`config.mk`:
```
export PLATFORM = sky130hd
export DESIGN_NAME = fft_stage_sequencer
export DESIGN_NICKNAME = d
export VERILOG_FILES = /design/src/rtl/fft_stage_sequencer.sv
export SDC_FILE = /design/constraint.sdc
export NUM_CORES = 1
export LEC_CHECK = 0
export CORE_ASPECT_RATIO = 1.2
export CORE_MARGIN = 2
export CORE_UTILIZATION = 35
export CTS_CLUSTER_SIZE = 16
export DETAILED_ROUTE_END_ITERATION = 7
export HOLD_SLACK_MARGIN = 0.02
export PLACE_DENSITY = 0.58
export SYNTH_ARGS = -nofsm -noshare
export SYNTH_HDL_FRONTEND = slang
export SYNTH_SLANG_ARGS = --single-unit
```
`constraint.sdc`:
```
create_clock -name i_clk -period 2.9 [get_ports i_clk]
set_input_delay 0.58 -clock i_clk [delete_from_list [all_inputs] [get_ports i_clk]]
set_output_delay 0.58 -clock i_clk [all_outputs]
set_load 0.05 [all_outputs]
```
`src/rtl/fft_stage_sequencer.sv`:
```
`default_nettype none
// ============================================================================
// Module   : fft_stage_sequencer
// Purpose  : Stage/butterfly address sequencer for an in-place radix-2 DIT FFT
//            with inter-stage pipeline flush and delayed write strobes.
// Revision : 1.0 - initial release
// ============================================================================
module fft_stage_sequencer #(
    parameter  int LOG2N    = 4,
    parameter  int PIPE_LAT = 2,
    localparam int SW       = ($clog2(LOG2N) > 1) ? $clog2(LOG2N) : 1
) (
    input  logic               i_clk,
    input  logic               i_rst,
    input  logic               i_start,
    input  logic               i_en,
    output logic               o_busy,
    output logic [SW-1:0]      o_stage,
    output logic [1:0]         o_mux_sel,
    output logic               o_valid,
    output logic [LOG2N-1:0]   o_addr_a,
    output logic [LOG2N-1:0]   o_addr_b,
    output logic [LOG2N-2:0]   o_tw_addr,
    output logic               o_wr_en,
    output logic [LOG2N-1:0]   o_wr_addr_a,
    output logic [LOG2N-1:0]   o_wr_addr_b,
    output logic               o_stage_done,
    output logic               o_done
);

    localparam int            KW           = LOG2N - 1;
    localparam logic [SW-1:0] C_LAST_STAGE = SW'(LOG2N - 1);
    localparam logic [KW-1:0] C_LAST_K     = '1;
    localparam logic [2:0]    C_LAST_FLUSH = 3'(PIPE_LAT - 1);

    typedef enum logic [1:0] {
        ST_IDLE  = 2'd0,
        ST_RUN   = 2'd1,
        ST_FLUSH = 2'd2,
        ST_DONE  = 2'd3
    } state_t;

    state_t          state_q, state_d;
    logic [SW-1:0]   stage_q, stage_d;
    logic [KW-1:0]   k_q, k_d;
    logic [2:0]      flush_q, flush_d;
    logic            w_valid;
    logic            w_stage_done;

    always_ff @(posedge i_clk) begin
        if (i_rst) begin
            state_q <= ST_IDLE;
            stage_q <= '0;
            k_q     <= '0;
            flush_q <= '0;
        end else begin
            state_q <= state_d;
            stage_q <= stage_d;
            k_q     <= k_d;
            flush_q <= flush_d;
        end
    end

    always_comb begin
        state_d      = state_q;
        stage_d      = stage_q;
        k_d          = k_q;
        flush_d      = flush_q;
        w_valid      = 1'b0;
        w_stage_done = 1'b0;
        case (state_q)
            ST_IDLE: begin
                if (i_start) begin
                    state_d = ST_RUN;
                    stage_d = '0;
                    k_d     = '0;
                    flush_d = '0;
                end
            end
            ST_RUN: begin
                if (i_en) begin
                    w_valid = 1'b1;
                    if (k_q == C_LAST_K) begin
                        k_d = '0;
                        if (PIPE_LAT > 0) begin
                            state_d = ST_FLUSH;
                            flush_d = '0;
                        end else begin
                            // No datapath latency: the stage ends on its last issue.
                            w_stage_done = 1'b1;
                            if (stage_q == C_LAST_STAGE) begin
                                state_d = ST_DONE;
                            end else begin
                                stage_d = stage_q + SW'(1);
                            end
                        end
                    end else begin
                        k_d = k_q + KW'(1);
                    end
                end
            end
            ST_FLUSH: begin
                if (flush_q == C_LAST_FLUSH) begin
                    w_stage_done = 1'b1;
                    if (stage_q == C_LAST_STAGE) begin
                        state_d = ST_DONE;
                    end else begin
                        state_d = ST_RUN;
                        stage_d = stage_q + SW'(1);
                    end
                end else begin
                    flush_d = flush_q + 3'd1;
                end
            end
            default: begin
                state_d = ST_IDLE;
                stage_d = '0;
                k_d     = '0;
            end
        endcase
    end

    // Butterfly span is 2^s: the low s bits of k select the position inside a
    // group, the remaining bits select the group (shifted past the span bit).
    logic [KW-1:0]    w_mask;
    logic [KW-1:0]    w_pos;
    logic [LOG2N-1:0] w_addr_a;
    logic [LOG2N-1:0] w_addr_b;
    logic [SW-1:0]    w_tw_shift;
    logic             w_run;

    always_comb begin
        w_mask     = (KW'(1) << stage_q) - KW'(1);
        w_pos      = k_q & w_mask;
        w_addr_a   = {k_q & ~w_mask, 1'b0} | {1'b0, w_pos};
        w_addr_b   = w_addr_a + (LOG2N'(1) << stage_q);
        w_tw_shift = C_LAST_STAGE - stage_q;
    end

    assign w_run        = (state_q == ST_RUN);
    assign o_addr_a     = w_run ? w_addr_a : '0;
    assign o_addr_b     = w_run ? w_addr_b : '0;
    assign o_tw_addr    = w_run ? (w_pos << w_tw_shift) : '0;
    assign o_valid      = w_valid;
    assign o_busy       = (state_q == ST_RUN) || (state_q == ST_FLUSH);
    assign o_done       = (state_q == ST_DONE);
    assign o_stage      = stage_q;
    assign o_stage_done = w_stage_done;

    generate
        if (SW >= 2) begin : g_mux_wide
            assign o_mux_sel = stage_q[1:0];
        end else begin : g_mux_narrow
            assign o_mux_sel = {1'b0, stage_q};
        end
    endgenerate

    generate
        if (PIPE_LAT > 0) begin : g_wr_delay
            logic [PIPE_LAT-1:0] wr_en_q;
            logic [LOG2N-1:0]    wr_a_q [PIPE_LAT];
            logic [LOG2N-1:0]    wr_b_q [PIPE_LAT];

            // Free-running: the write-back timing follows the datapath, not i_en.
            always_ff @(posedge i_clk) begin
                if (i_rst) begin
                    wr_en_q <= '0;
                    for (int i = 0; i < PIPE_LAT; i++) begin
                        wr_a_q[i] <= '0;
                        wr_b_q[i] <= '0;
                    end
                end else begin
                    wr_en_q[0] <= w_valid;
                    wr_a_q[0]  <= o_addr_a;
                    wr_b_q[0]  <= o_addr_b;
                    for (int i = 1; i < PIPE_LAT; i++) begin
                        wr_en_q[i] <= wr_en_q[i-1];
                        wr_a_q[i]  <= wr_a_q[i-1];
                        wr_b_q[i]  <= wr_b_q[i-1];
                    end
                end
            end

            assign o_wr_en     = wr_en_q[PIPE_LAT-1];
            assign o_wr_addr_a = wr_a_q[PIPE_LAT-1];
            assign o_wr_addr_b = wr_b_q[PIPE_LAT-1];
        end else begin : g_wr_pass
            assign o_wr_en     = w_valid;
            assign o_wr_addr_a = o_addr_a;
            assign o_wr_addr_b = o_addr_b;
        end
    endgenerate

endmodule
`default_nettype wire

```
=== Word level (Yosys, flattened, before mapping) ===
Memories as Yosys holds them, arrays and structs flattened.
Index checks and enable logic that the tools add are counted.

* Flip-flop bits (word level): 12
* RAM bits: 16
* Bits of input ports: 4
* Output and inout bits: 28
* Logic and storage cells: 77
* Memories: 2

{| class="wikitable"
|+ Memories
! memory !! depth !! width !! read ports !! clocked after memory_dff !! write ports !! RTL line !! RTL
|-
| g_wr_delay.wr_a_q || 2 || 4 || 2 || 0 || 2 || 161 || <nowiki>logic [LOG2N-1:0] wr_a_q [PIPE_LAT];</nowiki>
|-
| g_wr_delay.wr_b_q || 2 || 4 || 2 || 0 || 2 || 162 || <nowiki>logic [LOG2N-1:0] wr_b_q [PIPE_LAT];</nowiki>
|}

* $add $sub $neg: 6
* Equal/unequal tests: 12
* Shift operators: 3
* Muxes and demuxes: 32
* Bitwise operators: 10
* Reductions and logical operators: 7

{| class="wikitable"
|+ Operators by type and width
! cell !! number
|-
| $mux W4 || 6
|-
| $mux W3 || 7
|-
| $pmux W3 S3 || 2
|-
| $mux W2 || 8
|-
| $pmux W2 S3 || 2
|-
| $ne A2 B2 Y1 const B || 5
|-
| $reduce_and A4 Y1 || 2
|-
| $mux W1 || 7
|-
| $add A3 B1 Y3 const B || 2
|-
| $and A3 B3 Y3 || 2
|-
| $eq A2 B2 Y1 const B || 3
|-
| $reduce_and A5 Y1 || 1
|-
| $add A4 B4 Y4 || 1
|-
| $or A1 B1 Y1 || 4
|-
| $or A4 B3 Y4 || 1
|-
| $shl A1 B2 Y4 const A || 1
|-
| $eq A3 B1 Y1 const B || 1
|-
| $eq A3 B3 Y1 const B || 1
|-
| $not A3 Y3 || 1
|-
| $reduce_and A3 Y1 || 1
|-
| $reduce_bool A3 Y1 || 1
|-
| $shl A1 B2 Y3 const A || 1
|-
| $shl A3 B2 Y3 || 1
|-
| $sub A3 B2 Y3 const B || 1
|-
| 7 further kinds || 8
|}

=== Depth between registers and ports, before layout ===
* Depth after elaboration: 8
* Gate-level depth with buffers: 8
* Mapped depth without buffers: 8

=== Least setup slack after synthesis ===
OpenSTA, ideal clock, no wires.

* Kind: register to output
* Start: reg stage_q[0] (netlist: o_mux_sel[0])
* End: out o_tw_addr[0]
* Data arrival time: 2.860 ns
* Setup slack: -0.540 ns
* Stages on the path, launching flop included: 5
* Cells stage by stage: dfxtp_1 > inv_1 > ha_1 > nand2b_1 > nor4_1

* Longest elaborated chain between the ends: 5
* Elaborated cells between the ends (all ways): 6
* Classes of those cells: add/sub: 2; shift: 2; mux: 1; bitwise: 1

{| class="wikitable"
|+ Ends and longest elaborated chain
! element !! RTL line !! RTL
|-
| start, declared || 44 || <nowiki>logic [SW-1:0] stage_q, stage_d;</nowiki>
|-
| start signal, assigned || 58 || <nowiki>stage_q <= stage_d;</nowiki>
|-
| $shl A1 B2 Y3 || 133 || <nowiki>w_mask = (KW'(1) << stage_q) - KW'(1);</nowiki>
|-
| $sub A3 B2 Y3 || 133 ||
|-
| $and A3 B3 Y3 || 134 || <nowiki>w_pos = k_q & w_mask;</nowiki>
|-
| $shl A3 B2 Y3 * || 143 || <nowiki>assign o_tw_addr = w_run ? (w_pos << w_tw_shift) : '0;</nowiki>
|-
| $mux W3 * || 143 ||
|-
| end, declared || 23 || <nowiki>output logic [LOG2N-2:0] o_tw_addr,</nowiki>
|}

Mark *: on every way between the ends. The rest lies on a longest branch, timed or not.

=== Final worst setup path ===
* Start: reg stage_q[0] (netlist: o_mux_sel[0])
* End: out o_addr_b[3]

* Longest elaborated chain between the ends: 7
* Elaborated cells between the ends (all ways): 9
* Classes of those cells: add/sub: 2; shift: 2; mux: 1; bitwise: 4

{| class="wikitable"
|+ Ends and longest elaborated chain
! element !! RTL line !! RTL
|-
| $shl A1 B2 Y3 || 133 ||
|-
| $sub A3 B2 Y3 || 133 ||
|-
| $not A3 Y3 || 135 || <nowiki>w_addr_a = {k_q & ~w_mask, 1'b0} | {1'b0, w_pos};</nowiki>
|-
| $and A3 B3 Y3 || 135 ||
|-
| $or A4 B3 Y4 || 135 ||
|-
| $add A4 B4 Y4 * || 136 || <nowiki>w_addr_b = w_addr_a + (LOG2N'(1) << stage_q);</nowiki>
|-
| $mux W4 * || 142 || <nowiki>assign o_addr_b = w_run ? w_addr_b : '0;</nowiki>
|-
| end, declared || 22 || <nowiki>output logic [LOG2N-1:0] o_addr_b,</nowiki>
|}

Marks and branches as above.

==> results.md <==
- Status: completed
- Nets: 207
- Mux cell area share after synthesis: 3.877%
- Die Wd: 64.73 µm
- Storage element area: about 570 µm²
- GRT Residual Overflow: 0
- Worst min-delay path class: register to register
- Worst slew margin: 60.84%
- Pre-CTS WS: 187.3 ps
- CTS Hold Bufs: 0
- DIE AREA: between 4000 and 5000 µm²
- Grt met3 use: 2.346%
- Seq/Total Area, Yosys: 36.19%
- Final routed DRC violation total: 0
- Number of max-cap violations: 0
- Post-synthesis compound-gate area fraction: 9.774%
- Maximum buffer depth of the clock tree: 2
- Syn nets: 179
- Slew Viols, Final: 0
- Final period utilization: 96.83%
- Final WL: 3140 µm
- Most common cell in the netlist: dfxtp_1
- Post-DP HPWL: 2314 µm
- Port Buf Inserts: 31
- Synth Cell Area: 1549 µm²
- Syn-to-layout area delta: 29.81%
- Yosys top cell area share: 36.19%
- CTS sink cnt: 28
- Leakage: 0.8727 nW
- Core area: between 4000 and 5000 µm²
- Worst Skew: 4.717 ps
- RD Place Congestion: ~0.78
- Starting Density: a little over a third
- Post-synthesis xor/xnor area fraction: approximately 2.0%
- Fmax: 356.1 MHz
- GRT Util Overall: roughly an eighth
- Final non-filler cell total: 242
- Final WS setup: 91.92 ps
- CP most frequent cell: buf_4
- Post-synth ARST share: 0%
- Crit path kind: register to output pin
- Post-synth EDFFs: 0
- Wire per inst: 12.98 µm
- #FFs+latches synth: 28
- Synth Area in Adders: 13.41%
- Fin. Hold Viols: 0
- Die Y: 76.88 µm
- PwrDens: approximately 670 nW/µm²
- Crit start category: register
- # IOs: 32
- Worst-margin pin slew: 586.8 ps
- Met2 GRT Util: between 20% and 30%
- Clock-pin slew on the worst setup and hold paths: about 100 ps
- Cells along the critical path: buf_4 > ha_1 > a22o_1 > ha_4 > a21oi_2 > xnor3_1 > and2_1 > buf_4
- DR iter-0 viols: 26
- Critical path arrival: 2230 ps
- Synth top area cells: dfxtp_1, ha_1, buf_4
- Setup crit end kind: output pin
- Vias in the first global route: 1106
- Area of the multi-input gates: 869.6 µm²
- Finish-stage setup viols: 0
- Unique masters post-synth: 42
- DRT antenna net count: 0
- Worst Path Required: between 2000 and 2500 ps
- First-pass GRT wire length: 5078 µm
- Vias: 1154
- VDD IR max: between 0.0003 and 0.0004 V
- Ys flop type: dfxtp_1
- Inserted Diodes: 0
- Fillers: between 400 and 500
- Largest family of logic cells by synthesized area: simple AND/OR/NAND/NOR gates
- Syn Inst Count: 159
- Most frequent cells after synthesis: dfxtp_1, ha_1, nor2b_1
- Pin count of the biggest net entering global routing: 21
- Simple-Gate Fraction of Synth Area: 24.56%
- Met1 usage: 14.32%
- Syn avg cell area: just under 10 µm²
- H-tree depth: 1
- Std cell rows: 26
- TritonCTS clock tree: yes
- Clock root buffer: clkbuf_8
- CP Max Fanout: 8
- Slowest cell on crit path: dfxtp_4
- Yosys top cell by area: dfxtp_1
- Initial antenna violation count: 0
- First-pass DRT Iterations: 4
- Fraction of layout cells with a size suffix above 1: 20.43%
- Tmin final: 2808 ps
- Core Util, Final: between 40% and 50%
- Vias per cell: 4.769
- Placed cell count: 231
- Number of CTS-inserted buffers: 3
- Worst-Skew Late Latency: between 200 and 300 ps
- Layer with the highest usage: met2
- Largest stage delay on the critical path: 380 ps
- Yosys warns: 0
==> registers in the layout, indices dropped and copies added (netlist names) <==
| name | flops |
|---|---|
| flush_q | 3 |
| g_wr_delay.wr_a_q | 8 |
| g_wr_delay.wr_b_q | 8 |
| g_wr_delay.wr_en_q | 2 |
| k_q | 3 |
| o_mux_sel | 2 |
| state_q | 2 |
==> timing repair <==
action                                  CTS  global route
endpoints found under the setup margin    3             3
setup buffers                             0             7
pin swaps                                 0             1
gates resized for setup                   3             3
==> metal layers <==
layer / wire (µm) / up-vias
met2: 1712 / 22
met1: 1298 / 551
li1: - / 579
met3: 106 / 2
met5: 0 / -
met4: 23 / 0
==> metrics by stage <==
step	setup TNS (ps)	total power [mW]	area, µm²	hold slack [ps]
after floorplan	0	0.8920	1563	413.8
after global placement	0	1.028	1858	417.6
after detailed placement	0	1.040	1858	421.2
after CTS	0	1.350	1939	445.7
after global routing	-14.39	1.417	2011	453.5
final	0	1.344	2011	445.2
==> where the power goes <==
part | internal, mW | total (mW) | leakage (nW) | switching (mW)
logic | 0.244 | 0.602 | 0.609 | 0.359
clock network | 0.185 | 0.306 | 0.0357 | 0.121
registers | 0.412 | 0.436 | 0.228 | 0.0239
==> cell type report <==
class	instances	area share, %
Clock buffer	3	2.054
Inverter	9	1.680
Tap cell	56	3.485
Timing Repair Buffer	41	19.79
Multi-Input combinational cell	104	43.25
Sequential cell	28	28.25
Clock inverter	1	1.493
==> path summary, 6_finish.rpt <==
check,slack (ps),startpoint,depth (start not counted),endpoint
max,90,o_mux_sel[0],8,o_addr_b[3]
min,450,g_wr_delay.wr_a_q[0][2],1,g_wr_delay.wr_a_q[0][6]
max reg2reg,1010,o_mux_sel[0],7,g_wr_delay.wr_b_q[0][3]
min reg2reg,450,g_wr_delay.wr_a_q[0][2],1,g_wr_delay.wr_a_q[0][6]
==> worst max-delay path, delay by kind of cell, from the launching register on <==
kind            cells  cell delay [ps]
fa+ha+maj           2              480
flops               1              380
compound gates      2              370
buf+inv             2              320
xor+xnor            1              240
simple gates        1              170
==> layout by cell type (no fill, tap or decap), drive strengths merged, types with 6 or more instances in the layout <==
master,instances
nor2,7
clkdlybuf4s50,21
inv,9
ha,15
dfxtp,28
buf,20
mux2i,6
and2,9
nand2,8
nor2b,12
==> cells by family after synthesis <==
family,count (synthesis)
multiplexers,6
AO/OA/AOI/OAI,19
XOR/XNOR,2
AND/OR/NAND/NOR,60
other,1
adder cells (fa/ha/maj),16
flip-flops,28
buffers and inverters,27
Note: power is estimated with default switching activity, not from simulation.
